`src/rtl/fft_frame_ctrl_if.sv`:
```
// Sample-stream side of the FFT frame sequencer: ADC samples in, FFT strobe/sample out.
interface fft_frame_ctrl_if #(
   parameter int LOG2N = 10
);
   logic [11:0]      data;
   logic             data_valid;
   logic             buff_full;
   logic             fft_enable;
   logic [15:0]      fft_data;
   logic             frame_start;
   logic [LOG2N-1:0] sample_idx;

   modport master (
      input  data, data_valid, buff_full,
      output fft_enable, fft_data, frame_start, sample_idx
   );

   modport slave (
      output data, data_valid, buff_full,
      input  fft_enable, fft_data, frame_start, sample_idx
   );
endinterface

```
`src/rtl/fft_frame_ctrl.sv`:
```
// Gates ADC samples into the streaming FFT in whole frames, holds at frame edges while
// the output buffer is full, and zero-flushes the pipeline when acquisition stops.
module fft_frame_ctrl #(
   parameter int LOG2N       = 10,
   parameter int FFT_LATENCY = 1100
) (
   input  logic                 CLK,
   input  logic                 rst,
   input  logic                 run,
   input  logic                 single,
   fft_frame_ctrl_if.master     io,
   output logic                 busy,
   output logic [15:0]          frame_count,
   output logic [15:0]          drop_count
);
   localparam int FW = $clog2(FFT_LATENCY + 1);

   typedef enum logic [1:0] {IDLE, FILL, HOLD, FLUSH} state_t;

   state_t           state, state_nx;
   logic [LOG2N-1:0] idx;
   logic [FW-1:0]    flush_cnt;
   logic             single_req, single_mode;

   logic             start, last_smp, flush_slot, flush_done;
   logic             en_nx, fs_nx, drop_nx;
   logic [15:0]      data_nx;

   assign start      = (state == IDLE) && (run || single_req) && !io.buff_full;
   assign last_smp   = (state == FILL) && io.data_valid && (idx == '1);
   assign flush_slot = (state == FLUSH) && !io.buff_full;
   assign flush_done = flush_slot && (flush_cnt == FW'(FFT_LATENCY - 1));

   // state register plus the bookkeeping that moves with it
   always_ff @(posedge CLK) begin
      if (rst) begin
         state       <= IDLE;
         idx         <= '0;
         flush_cnt   <= '0;
         single_req  <= 1'b0;
         single_mode <= 1'b0;
      end else begin
         state <= state_nx;
         if (start)      idx <= '0;
         else if (en_nx) idx <= idx + LOG2N'(1);
         if (state != FLUSH)  flush_cnt <= '0;
         else if (flush_slot) flush_cnt <= flush_cnt + FW'(1);
         // entry to FILL consumes the request, even one arriving on the same edge
         if (start)                              single_req <= 1'b0;
         else if (single && (state == IDLE))     single_req <= 1'b1;
         if (start) single_mode <= !run;
      end
   end

   always_comb begin
      state_nx = state;
      case (state)
         IDLE:  if (start) state_nx = FILL;
         FILL:
            if (last_smp) begin
               if (single_mode || !run) state_nx = FLUSH;
               else if (io.buff_full)   state_nx = HOLD;
               else                     state_nx = FILL;
            end
         HOLD:
            if (!run)               state_nx = FLUSH;
            else if (!io.buff_full) state_nx = FILL;
         FLUSH: if (flush_done) state_nx = IDLE;
         default: state_nx = IDLE;
      endcase
   end

   always_comb begin
      en_nx   = ((state == FILL) && io.data_valid) || flush_slot;
      fs_nx   = (state == FILL) && io.data_valid && (idx == '0);
      drop_nx = ((state == HOLD) || (state == FLUSH)) && io.data_valid;
      data_nx = (state == FILL) ? {{4{io.data[11]}}, io.data} : 16'h0000;
   end

   // every output leaves from a flop, one cycle behind the sampling edge
   always_ff @(posedge CLK) begin
      if (rst) begin
         io.fft_enable  <= 1'b0;
         io.fft_data    <= '0;
         io.frame_start <= 1'b0;
         io.sample_idx  <= '0;
         busy           <= 1'b0;
         frame_count    <= '0;
         drop_count     <= '0;
      end else begin
         io.fft_enable  <= en_nx;
         io.frame_start <= fs_nx;
         if (en_nx) begin
            io.fft_data   <= data_nx;
            io.sample_idx <= idx;
         end
         busy <= (state_nx != IDLE);
         if (last_smp) frame_count <= frame_count + 16'd1;
         if (drop_nx && (drop_count != 16'hFFFF)) drop_count <= drop_count + 16'd1;
      end
   end
endmodule
```
`src/flat_wrapper.sv`:
```
// flat-port wrapper written by rule: the top's interface ports become plain ports
module fft_frame_ctrl_flat 
#(
   parameter int LOG2N       = 10,
   parameter int FFT_LATENCY = 1100
)
  (CLK, rst, run, single, busy, frame_count, drop_count, io_data, io_data_valid, io_buff_full, io_fft_enable, io_fft_data, io_frame_start, io_sample_idx);
  fft_frame_ctrl_if #(.LOG2N(LOG2N)) io_i ();
  input  logic CLK;
  input  logic rst;
  input  logic run;
  input  logic single;
  output logic busy;
  output logic [15:0] frame_count;
  output logic [15:0] drop_count;
  input wire logic [$bits(io_i.data)-1:0] io_data;
  input wire logic [$bits(io_i.data_valid)-1:0] io_data_valid;
  input wire logic [$bits(io_i.buff_full)-1:0] io_buff_full;
  output wire logic [$bits(io_i.fft_enable)-1:0] io_fft_enable;
  output wire logic [$bits(io_i.fft_data)-1:0] io_fft_data;
  output wire logic [$bits(io_i.frame_start)-1:0] io_frame_start;
  output wire logic [$bits(io_i.sample_idx)-1:0] io_sample_idx;
  assign io_i.data = io_data;
  assign io_i.data_valid = io_data_valid;
  assign io_i.buff_full = io_buff_full;
  assign io_fft_enable = io_i.fft_enable;
  assign io_fft_data = io_i.fft_data;
  assign io_frame_start = io_i.frame_start;
  assign io_sample_idx = io_i.sample_idx;
  fft_frame_ctrl #(.LOG2N(LOG2N), .FFT_LATENCY(FFT_LATENCY)) u_core (.CLK(CLK), .rst(rst), .run(run), .single(single), .io(io_i), .busy(busy), .frame_count(frame_count), .drop_count(drop_count));
endmodule
```
`config.mk`:
```
export PLATFORM = sky130hd
export DESIGN_NAME = fft_frame_ctrl_flat
export DESIGN_NICKNAME = d
export VERILOG_FILES = /design/src/rtl/fft_frame_ctrl_if.sv /design/src/rtl/fft_frame_ctrl.sv /design/src/flat_wrapper.sv
export SDC_FILE = /design/constraint.sdc
export NUM_CORES = 1
export LEC_CHECK = 0
export CAP_MARGIN = 20
export CORE_UTILIZATION = 52
export CTS_CLUSTER_DIAMETER = 50
export CTS_CLUSTER_SIZE = 25
export DETAILED_ROUTE_END_ITERATION = 8
export PLACE_DENSITY = 0.81
export REMOVE_ABC_BUFFERS = 1
export SLEW_MARGIN = 20
export SYNTH_ARGS = -nofsm -noshare
export SYNTH_HDL_FRONTEND = slang
export SYNTH_SLANG_ARGS = --single-unit
export TNS_END_PERCENT = 30
```
`constraint.sdc`:
```
create_clock -name CLK -period 3.9 [get_ports CLK]
set_input_delay 1.17 -clock CLK [delete_from_list [all_inputs] [get_ports CLK]]
set_output_delay 1.17 -clock CLK [all_outputs]
set_load 0.005 [all_outputs]
```
==> metrics.md, run 1 <==
| Metric | Value |
|---|---|
| #FFs+latches synth | 82 |
| Outcome | finished clean |
| Pwr Density | 322.6 nW/µm² |
| Hold_sp | u_core.frame_count[15] |
| Total CTS buffers | 9 |
| R2R depth | 5 |
| Hold Path Class | reg -> reg |
| Rows | 30 |
| Data arrival, critical path | 3.14 ns |
| Vias in the first global route | 2,924 |
| Critical path endpoint category | flip-flop |
| FFs w/ async S/R, synth | 0 |
| Reg2reg setup slack | 1.78 ns |
| CP required | 4.13 ns |
| IO Count | 79 |
| Detail Route Antenna Nets | 0 |
| Number of synthesized flops with an enable pin | 0 |
| Initial DRC count | 212 |
| Synth Cell Area | 3705 µm² |
| Sink Count | 82 |
| # diodes | 0 |
| CTS Hold Bufs | 0 |
| Clock Skew | 0.004436 ns |
| Pre-antenna DRT Iters | 4 |
| Area delta synth->final | 26.61% |
| Worst skew pair latency | 0.34 ns |
| Final net count | 498 |
| Largest net degree at the start of global routing | 45 |
| Crit-path cells | clkdlybuf4s50_1 > or4bb_1 > o311ai_2 > a31oi_1 > a311o_1 |
| DRC errors left | 0 |
| Ratio of cells with drive above 1 in the final layout | 0.06263 |
| Netlist cell types | 50 |
| DP HPWL | 5874 µm |
| RR Endpoint | u_core.frame_count[12] |
| CTS Buffer Depth | 2 |
| Die H | 86.41 µm |
| Crit Path Max Fanout | 12 |
| Worst IR drop on VDD | 0.1923 mV |
| Worst r2r src | u_core.frame_count[0] |
| Syn_area_per_cell | 9.080 µm² |
| Avg WL per Cell | 14.75 µm |
| Final Hold Viols | 0 |
| Synth warn | 0 |
| Max Cap Viol | 0 |
| Post-cts resize count | 0 |
| GR Util All Layers | 0.2314 |
| RD Place Congestion | 0.7969 |
| FF+latch area | 1642 µm² |
| Hold depth | 2 |
| Max Slew Vio Count | 0 |
| Min Hold Slack | 0.4811 ns |
| Max-slew headroom | 0.5590 |
| Post-CTS setup buffers | 0 |
| Core area | 6832 µm² |
| Setup_tns | 0 ns |
| Final Setup Violations | 0 |
| Clock root buffer | clkbuf_8 |
| Via count | 3,410 |
| Clock transition at path regs | 0.07 ns |
| Seq/Total Area, Yosys | 0.4431 |
| DRT Wirelength | 8479 µm |
| Multi-input logic area | 1906 µm² |
| Final worst-path cycle share | 0.7455 |
| Tmin final | 2.907 ns |
| Vias/cell | 5.930 |
| Worst path max stage delay | 0.62 ns |
| Leakage | 1.560 nW |
| Port Buffers | 78 |
| Global route overflow | 0 |
| Unrepaired setup endpoints after global routing | no |
| Total power | 0.001513 W |
| Synth Instances | 408 |
| Initial core utilization | 0.5423 |
| Initial antenna violation count | 0 |
| Worst-margin pin slew | 0.6561 ns |
| Kind of critical path | in -> reg |
| Die Footprint | 7466 µm² |
| Slowest cell on the critical path | clkdlybuf4s50_1 |
| Die W | 86.41 µm |
| Max Clk Rate | 0.3439 GHz |
| Startpoint class of the critical path | input pin |
| Hold endpoint | u_core.frame_count[15] |
| Fillers | 573 |
| H-tree levels | 3 |
| Global-route wire length before repair | 13,590 µm |
| TritonCTS clock tree | built |
| Ys flop type | dfxtp_1 |
-- how the worst max path moves through the flow --
stage	start	endpoint	slack [ns]	depth (start not counted)
final	io_buff_full	u_core.state[0]	0.99	5
after global routing	io_buff_full	u_core.state[0]	0.89	5
after floorplan	io_data_valid	u_core.state[0]	0.86	4
after CTS	io_buff_full	u_core.state[0]	1.01	5
after detailed placement	io_buff_full	u_core.state[0]	0.64	5
after global placement	io_buff_full	u_core.state[0]	0.72	5
-- power by group --
| part | internal [W] | switching (W) |
|---|---|---|
| Clock | 0.000262 | 0.000279 |
| Combinational | 0.0000584 | 0.0000476 |
| Sequential | 0.000851 | 0.0000149 |
| Total | 0.00117 | 0.000341 |
-- cell usage after synthesis, types with 2 or more instances --
master | number | area (µm²)
a21oi_1 | 37 | 185.2
a22o_1 | 12 | 105.1
and3_1 | 5 | 31.28
and4_1 | 4 | 35.03
buf_2 | 7 | 35.03
buf_4 | 5 | 37.54
clkbuf_1 | 13 | 48.80
dfxtp_1 | 82 | 1642
ha_1 | 5 | 62.56
inv_1 | 9 | 33.78
mux2_2 | 2 | 22.52
mux2i_1 | 12 | 120.1
nand2_1 | 14 | 52.55
nand3_1 | 22 | 110.1
nand4_1 | 9 | 56.30
nor2_1 | 31 | 116.4
nor2b_1 | 5 | 31.28
nor3_1 | 2 | 10.01
nor3b_1 | 2 | 15.01
nor4_1 | 7 | 43.79
o2111ai_1 | 4 | 35.03
o211ai_1 | 2 | 15.01
o21a_1 | 2 | 15.01
o21ai_0 | 18 | 90.09
o311ai_0 | 2 | 17.52
o31a_1 | 2 | 17.52
o31ai_1 | 19 | 142.6
o41ai_1 | 2 | 17.52
or2_2 | 3 | 18.77
or3_1 | 17 | 106.4
or4_1 | 23 | 172.7
or4bb_1 | 2 | 22.52
xnor2_1 | 5 | 43.79
xor2_1 | 6 | 52.55
-- state kept, by name, indices dropped and copies added (netlist names) --
name,cells
u_core.io.sample_idx,10
u_core.single_mode,1
u_core.io.fft_data,12
u_core.idx,10
u_core.drop_count,16
u_core.flush_cnt,11
u_core.io.frame_start,1
u_core.io.fft_enable,1
u_core.busy,1
u_core.single_req,1
u_core.state,2
u_core.frame_count,16
-- critical path: cells and delay by family --
kind            cells  cell delay (ns)
compound gates      3             0.77
buf+inv             1             0.62
simple gates        1             0.58
-- per-stage QoR --
| stage | cell area, µm² | util | std cells | worst slack (ns) |
|---|---|---|---|---|
| floorplan | 3575 | - | 381 | 0.8606 |
| global placement | 4519 | 0.6615 | 560 | 0.7203 |
| detailed placement | 4519 | 0.6615 | 560 | 0.6386 |
| CTS | 4691 | 0.6866 | 575 | 1.007 |
| global route | 4691 | 0.6866 | 575 | 0.8890 |
| finish | 4691 | 0.6866 | 575 | 0.9925 |
-- cells in the final DEF, fill, tap and decap left out, types with 6 or more instances in the layout --
master / instances
dfxtp_1: 82
clkdlybuf4s50_1: 78
a21oi_1: 37
nor2_1: 31
or4_1: 23
nand3_1: 22
o31ai_1: 19
o21ai_0: 18
or3_1: 17
nand2_1: 14
a22o_1: 12
mux2i_1: 12
clkbuf_8: 11
inv_1: 9
nand4_1: 9
xor2_1: 6
nor4_1: 6
-- routing by layer --
layer	track usage	vias to the layer above	wire, µm
met5	0	-	0
met4	0.1167	0	156
met3	0.04762	16	488
met2	0.3694	109	3893
met1	0.2980	1607	3940
li1	-	1678	-
-- final cells by class --
cell class | count | area share
Multi-Input combinational cell | 290 | 0.4062
Sequential cell | 82 | 0.3500
Timing Repair Buffer | 83 | 0.1744
Clock buffer | 13 | 0.03388
Tap cell | 96 | 0.02561
Inverter | 9 | 0.007202
Clock inverter | 2 | 0.002667
-- cells by family after synthesis --
kind of cell / Yosys count / share of synthesized area
adder cells (fa/ha/maj): 5 / 0.01689
multiplexers: 14 / 0.03850
buffers and inverters: 36 / 0.04424
AND/OR/NAND/NOR: 154 / 0.2445
XOR/XNOR: 11 / 0.02600
flip-flops: 82 / 0.4431
AO/OA/AOI/OAI: 106 / 0.1868
Note: power is estimated with default switching activity, not from simulation.
==> run 2, diff against run 1 <==
--- a/config.mk
+++ b/config.mk
@@ -6,11 +6,11 @@
 export NUM_CORES = 1
 export LEC_CHECK = 0
 export CAP_MARGIN = 20
-export CORE_UTILIZATION = 52
+export CORE_UTILIZATION = 51
 export CTS_CLUSTER_DIAMETER = 50
 export CTS_CLUSTER_SIZE = 25
 export DETAILED_ROUTE_END_ITERATION = 8
-export PLACE_DENSITY = 0.81
+export PLACE_DENSITY = 0.8
 export REMOVE_ABC_BUFFERS = 1
 export SLEW_MARGIN = 20
 export SYNTH_ARGS = -nofsm -noshare
==> constraint.sdc (replaced) <==
create_clock -name CLK -period 2.96 [get_ports CLK]
set_input_delay 0.888 -clock CLK [delete_from_list [all_inputs] [get_ports CLK]]
set_output_delay 0.888 -clock CLK [all_outputs]
set_load 0.005 [all_outputs]
==> run 2 against run 1 <==
  * Wire length decreased by 0.14%
  * Cell count increased by 1.2%
  * Clock power increased by 51%
  * Sequential share of layout area decreased by 0.66 points
  * Critical path depth increased by 1
  * Largest power group unchanged
==> metrics.md, run 2 (synthesis results as in run 1) <==
| Metric | Value |
|---|---|
| IO Count | 79 (unchanged) |
| Hold depth | 1 (-1) |
| Initial DRC count | 221 (+4.2%) |
| Clock power frac | 0.389 (+0.031) |
| Setup WS pre-CTS | 0.1836 ns (-0.4551 ns) |
| Slowest cell on the critical path | clkdlybuf4s50_1 |
| Sink Count | 82 (unchanged) |
| Final Hold Viols | 0 (unchanged) |
| Global route overflow | 0 (unchanged) |
| RD Place Congestion | 0.8562 (+7.4%) |
| Post-CTS setup buffers | 0 (unchanged) |
| Max-slew headroom | 0.6010 (+0.04205) |
| Leakage | 1.605 nW (+2.9%) |
| R2R depth | 4 (-1) |
| Data arrival, critical path | 2.67 ns (-0.47 ns) |
| Max Slew Vio Count | 0 (unchanged) |
| Critical path endpoint category | flip-flop |
| Vias/cell | 5.864 (-1.1%) |
| Fin util | 0.6922 (+0.005580) |
| Crit-path cells | clkdlybuf4s50_1 > nor2b_1 > nand4_1 > buf_12 > nor4_1 > mux2_2 |
| TritonCTS clock tree | built |
| Die Footprint | 7609 µm² (+1.9%) |
| Outcome | finished clean |
| Total power | 0.002106 W (+39%) |
| Worst Setup Slack, final | 0.5342 ns (-0.4583 ns) |
| Comb pwr share | 0.069 (about the same) |
| Fillers | 586 (+2.3%) |
| # diodes | 0 (unchanged) |
| Initial antenna violation count | 0 (unchanged) |
| Final net count | 504 (+1.2%) |
| Setup crit end | u_core.frame_count[10] |
| Worst Path Buf+Inv | 2 (+1) |
| CP required | 3.20 ns (-0.93 ns) |
| Reg power frac | 0.542 (-0.030) |
| Unrepaired setup endpoints after global routing | no |
| Initial core utilization | 0.5364 (-0.005895) |
| Max Clk Rate | 0.4122 GHz |
| Reg2reg setup slack | 0.85 ns (-0.93 ns) |
| Die W | 87.23 µm (+0.95%) |
| Core area | 6907 µm² (+1.1%) |
| Clock Skew | 0.007145 ns (+0.002709 ns) |
| CTS Buffer Depth | 2 (unchanged) |
| Kind of critical path | in -> reg |
| Largest net degree at the start of global routing | 34 (-24%) |
| Pre-antenna DRT Iters | 4 (unchanged) |
| Setup_tns | 0 ns (unchanged) |
| Worst-margin pin slew | 0.5976 ns (-0.05843 ns) |
| Avg WL per Cell | 14.55 µm (-1.3%) |
| DRC errors left | 0 (unchanged) |
| Port Buffers | 78 (unchanged) |
| Final Setup Violations | 0 (unchanged) |
| Critical path depth | 6 (+1) |
| Total CTS buffers | 9 (unchanged) |
| Final worst-path cycle share | 0.8195 |
| Post-cts resize count | 0 (unchanged) |
| H-tree levels | 3 (unchanged) |
| Worst setup path start | io_data_valid |
| Via count | 3,413 (+0.088%) |
| Area delta synth->final | 29.04% |
| Worst path max stage delay | 0.52 ns (-0.10 ns) |
| Worst r2r src | u_core.state[0] |
| Ratio of cells with drive above 1 in the final layout | 0.08025 (+0.01762) |
| Die H | 87.23 µm (+0.95%) |
| Worst IR drop on VDD | 0.2304 mV (+20%) |
| Rows | 30 (unchanged) |
| Clock root buffer | clkbuf_8 |
| Tmin final | 2.426 ns |
| Startpoint class of the critical path | input pin |
| Global-route wire length before repair | 13,980 µm (+2.9%) |
| Switching share of power | 0.2332 (+0.007622) |
| Pwr Density | 440.5 nW/µm² (+37%) |
| DRT Wirelength | 8467 µm (-0.14%) |
| Vias in the first global route | 2,977 (+1.8%) |
| Max Cap Viol | 0 (unchanged) |
| Worst skew pair latency | 0.35 ns (about the same) |
| Int Power | 0.001615 W (+38%) |
| CTS Hold Bufs | 0 (unchanged) |
| Detail Route Antenna Nets | 0 (unchanged) |
| RR Endpoint | u_core.state[0] |
| Clock transition at path regs | 0.08 ns (about the same) |
| Regs by FF count | u_core.drop_count (16), u_core.frame_count (16), u_core.io.fft_data (12) |
| P_sw | 0.0004912 W (+44%) |
| GR Util All Layers | 0.2295 (-0.001950) |
| Crit Path Max Fanout | 31 (+19) |
| Commonest cells after routing, fill and taps aside | dfxtp_1, clkdlybuf4s50_1, a21oi_1, nor2_1, or4_1 |
| Commonest non-fill, non-tap cell in the layout | dfxtp_1 |
| Hold Path Class | reg -> reg |
| DP HPWL | 5863 µm (-0.19%) |
| Crit path max-delay family | buffers and inverters |
run 2: worst min path at each step:
stage	from	to	slack (ns)
after floorplan	u_core.idx[5]	u_core.io.frame_start	0.45
after global placement	u_core.io.fft_data[2]	u_core.io.fft_data[2]	0.46
after detailed placement	u_core.io.fft_data[6]	u_core.io.fft_data[6]	0.47
after CTS	u_core.io.fft_data[6]	u_core.io.fft_data[6]	0.49
after global routing	u_core.io.fft_data[9]	u_core.io.fft_data[9]	0.51
final	u_core.io.fft_data[6]	u_core.io.fft_data[6]	0.49
run 2: layout make-up:
cell class | instances | area (µm²) | share of cell area
timing repair buffer | 89 | 875.8 | 0.1832
sequential | 82 | 1642 | 0.3434
multi-input combinational | 290 | 1906 | 0.3986
clock buffer | 10 | 137.6 | 0.02879
clock inverter | 6 | 66.31 | 0.01387
tap | 96 | 120.1 | 0.02512
inverter | 9 | 33.78 | 0.007066
run 2: metrics by stage:
step,hold WS (ns),area (µm²),std cells
after floorplan,0.4473,3575,381
after global placement,0.4606,4577,566
after detailed placement,0.4659,4577,566
after CTS,0.4893,4781,582
after global routing,0.5068,4781,582
final,0.4860,4781,582
run 2: power by group through the flow:
stage          clock, W  combinational [W]  sequential, W
2_1_floorplan         0          0.0000540        0.00117
3_3_place_gp          0           0.000143        0.00117
3_5_place_dp          0           0.000146        0.00117
4_1_cts        0.000835           0.000147        0.00114
5_1_grt        0.000883           0.000159        0.00115
6_report       0.000819           0.000146        0.00114
run 2: per-layer routing:
| metal | wire (µm) | GRT usage | part of all wire | vias up |
|---|---|---|---|---|
| li1 | - | - | - | 1694 |
| met1 | 4047 | 0.3071 | 0.48 | 1620 |
| met2 | 3878 | 0.3672 | 0.46 | 86 |
| met3 | 356 | 0.03318 | 0.042 | 13 |
| met4 | 185 | 0.1058 | 0.022 | 0 |
| met5 | 0 | 0 | 0 | - |
run 2: worst reg2reg max path: stages, from the launching register on:
cell	delay [ns]
dfxtp_1	0.71
or4bb_1	0.55
o311ai_2	0.34
a31oi_1	0.08
a311o_1	0.32
==> RTL edit, RTL diff (settings of run 1) <==
One comparison of `flush_cnt` changes from == to >=.
--- a/src/rtl/fft_frame_ctrl.sv
+++ b/src/rtl/fft_frame_ctrl.sv
@@ -29,7 +29,7 @@
    assign start      = (state == IDLE) && (run || single_req) && !io.buff_full;
    assign last_smp   = (state == FILL) && io.data_valid && (idx == '1);
    assign flush_slot = (state == FLUSH) && !io.buff_full;
-   assign flush_done = flush_slot && (flush_cnt == FW'(FFT_LATENCY - 1));
+   assign flush_done = flush_slot && (flush_cnt >= FW'(FFT_LATENCY - 1));
 
    // state register plus the bookkeeping that moves with it
    always_ff @(posedge CLK) begin
Check against the original RTL: no difference found for any inputs over 10 cycles, from zero or initial values and one cycle with rst high; that may be too few to reach the edited logic, so the function may still have changed.
==> RTL edit against run 1 <==
  * Count of clock-buffer cells in the layout down 3
  * Critical endpoint is now u_core.flush_cnt[10]
  * First-iteration DRC count increased by 0.47%
  * Via count decreased by 0.26%
  * Power grew 4.8%
  * Clock power rose by 19%
  * Highest routed layer unchanged
  * Sequential cell count did not move
  * Final cell count increased by 2.3%
  * Synthesized area grew 0.51%
  * Core utilization rose by 0.68 points
  * Maximum frequency decreased by 3.7%
  * Worst setup slack got worse by 0.11 ns
  * Routed wire length decreased by 0.75%
  * Combinational power is 17% lower
  * Final area grew 1.5%
==> RTL edit: results (changes against run 1) <==
* Final Non-Filler Cells at 588 (+2.3%)
* Worst-Skew Late Latency at 0.36 ns (+0.02 ns)
* Synth cell count leaders: dfxtp_1, nor2_1, a21oi_1
* Synth Flop Type: dfxtp_1
* Mapped Avg Cell Area at 8.91 um^2 (-1.9%)
* Vias in the first global route at 3130 (+7.0%)
* Post-synthesis mux area share at 5.85% (+2.0 points)
* Regs by FF count: u_core.drop_count: 16 flops, u_core.frame_count: 16 flops, u_core.io.fft_data: 12 flops
* Via count at 3401 (-0.26%)
* YS warnings at 0 (unchanged)
* Detailed Place HPWL at 5.86 mm (-0.16%)
* Fin Clk Skew at 0.0124 ns (+0.00792 ns)
* Min-delay worst type: flip-flop to flip-flop
* Adder-Cell Fraction of Synth Area at 1.68% (-0.0085 points)
* Largest net degree at the start of global routing at 38 (-16%)
* XOR/XNOR Fraction of Synth Area at 2.12% (-0.48 points)
* CTS Buffer Depth at 2 (unchanged)
* FF-to-FF Start: u_core.drop_count[3]
* Leakage at 1.61 nW (+3.4%)
* Hold path startpoint: u_core.io.fft_data[0]
* Compound-cell area share of the yosys netlist at 16.2% (-2.4 points)
* Dpl cells at 572 (+2.1%)
* Status: completed
* TritonCTS Buffers at 9 (unchanged)
* First-pass GRT wire length at 14.4 mm (+5.8%)
* Layout cells sized above 1 at 8.13% (+1.9 points)
* GRT Total Usage at 24.0% (+0.88 points)
* Routed length per instance at 14.3 um (-2.9%)
* Die width at 86.6 um (+0.25%)
* Met3 GRT Util at 4.95% (+0.19 points)
* Fill count at 558 (-2.6%)
* Worst vdd ir at 0.261 mV (+36%)
* Worst-Margin Slew at 0.663 ns (+0.00716 ns)
* Grt met2 use at 40.0% (+3.0 points)
* Sequential cell area fraction in the yosys report at 44.1% (-0.22 points)
* Cts repair resizes at 0 (unchanged)
* Worst-path clk slew at 0.09 ns (+0.02 ns)
* CP max stage cell: or4_1
* Met1 Usage GRT at 31.0% (+1.2 points)
* Synth area leaders: dfxtp_1, a21oi_1, nor2_1, mux2i_1, or4_1
* Fin nets at 510 (+2.4%)
* Yosys cell types at 55 (+10%)
* DRT iter0 DRCs at 213 (+0.47%)
* Antenna Cells at 0 (unchanged)
* Post-synth ARST share at 0% (unchanged)
* DRT Pass-1 Iters at 4 (unchanged)
* PortBufs at 78 (unchanged)
* Data arrival, critical path at 3.29 ns (+0.15 ns)
[RTL edit: cell count changes in the layout (fill, tap and decap cells not counted), sizes merged, moves of 5 or more]
cell / delta
nor2: +13
nand2: +5
o31ai: -7
nor4: +6
or4: -7
inv: +8
nor3: +5
nand3: -13
[RTL edit: power breakdown]
part | total (mW) | internal (mW) | switching [mW] | leakage (nW)
logic | 0.0881 | 0.0471 | 0.0410 | 0.851
clock network | 0.644 | 0.320 | 0.324 | 0.0999
registers | 0.854 | 0.846 | 0.00817 | 0.662
[RTL edit: cells by family (layout without fill, tap and decap cells)]
kind of cell               count (synthesis)  count (layout)
and+or+nand+nor                          167             167
AOI/OAI and AO/OA                         95              95
DFF                                       82              82
buffers and inverters                     39             113
muxes                                     21              21
xor gates and xnor gates                   9               9
adders and majority gates                  5               5
[RTL edit: routing by layer]
metal  vias to the layer above  wire length (um)
met5                         -                 0
met2                        66              4120
met1                      1636              3920
met4                         0               116
met3                        11               264
li1                       1688                 -
[RTL edit: path summary, 6_finish.rpt]
path / slack (ns) / to / cells after the start
worst max-delay path: 0.88 / u_core.flush_cnt[10] / 5
worst min-delay path: 0.48 / u_core.io.fft_data[0] / 1
worst max register to register: 1.77 / u_core.drop_count[5] / 4
worst min register to register: 0.48 / u_core.io.fft_data[0] / 1
[RTL edit: area by class of cell]
cell class | instances | area share, %
Clock buffer | 10 | 2.89
Timing Repair Buffer | 83 | 17.3
Inverter | 14 | 1.10
Multi-Input combinational cell | 297 | 40.2
Sequential cell | 82 | 34.5
Clock inverter | 6 | 1.50
Tap cell | 96 | 2.52
[RTL edit: worst max-delay path: cells and delay by family]
family	cells	cell delay (ns)
AND/OR/NAND/NOR	3	1.38
buffers and inverters	1	0.61
AO/OA/AOI/OAI	1	0.13
[RTL edit: stage by stage]
stage               hold slack (ns)  setup WS, ns  instance area, um^2  total power [mW]
floorplan                     0.459         0.728                 3600             0.904
global route                  0.498         0.720                 4760              1.64
CTS                           0.483         0.888                 4760              1.59
finish                        0.481         0.882                 4760              1.59
detailed placement            0.460         0.526                 4550             0.962
global placement              0.456         0.618                 4550             0.959
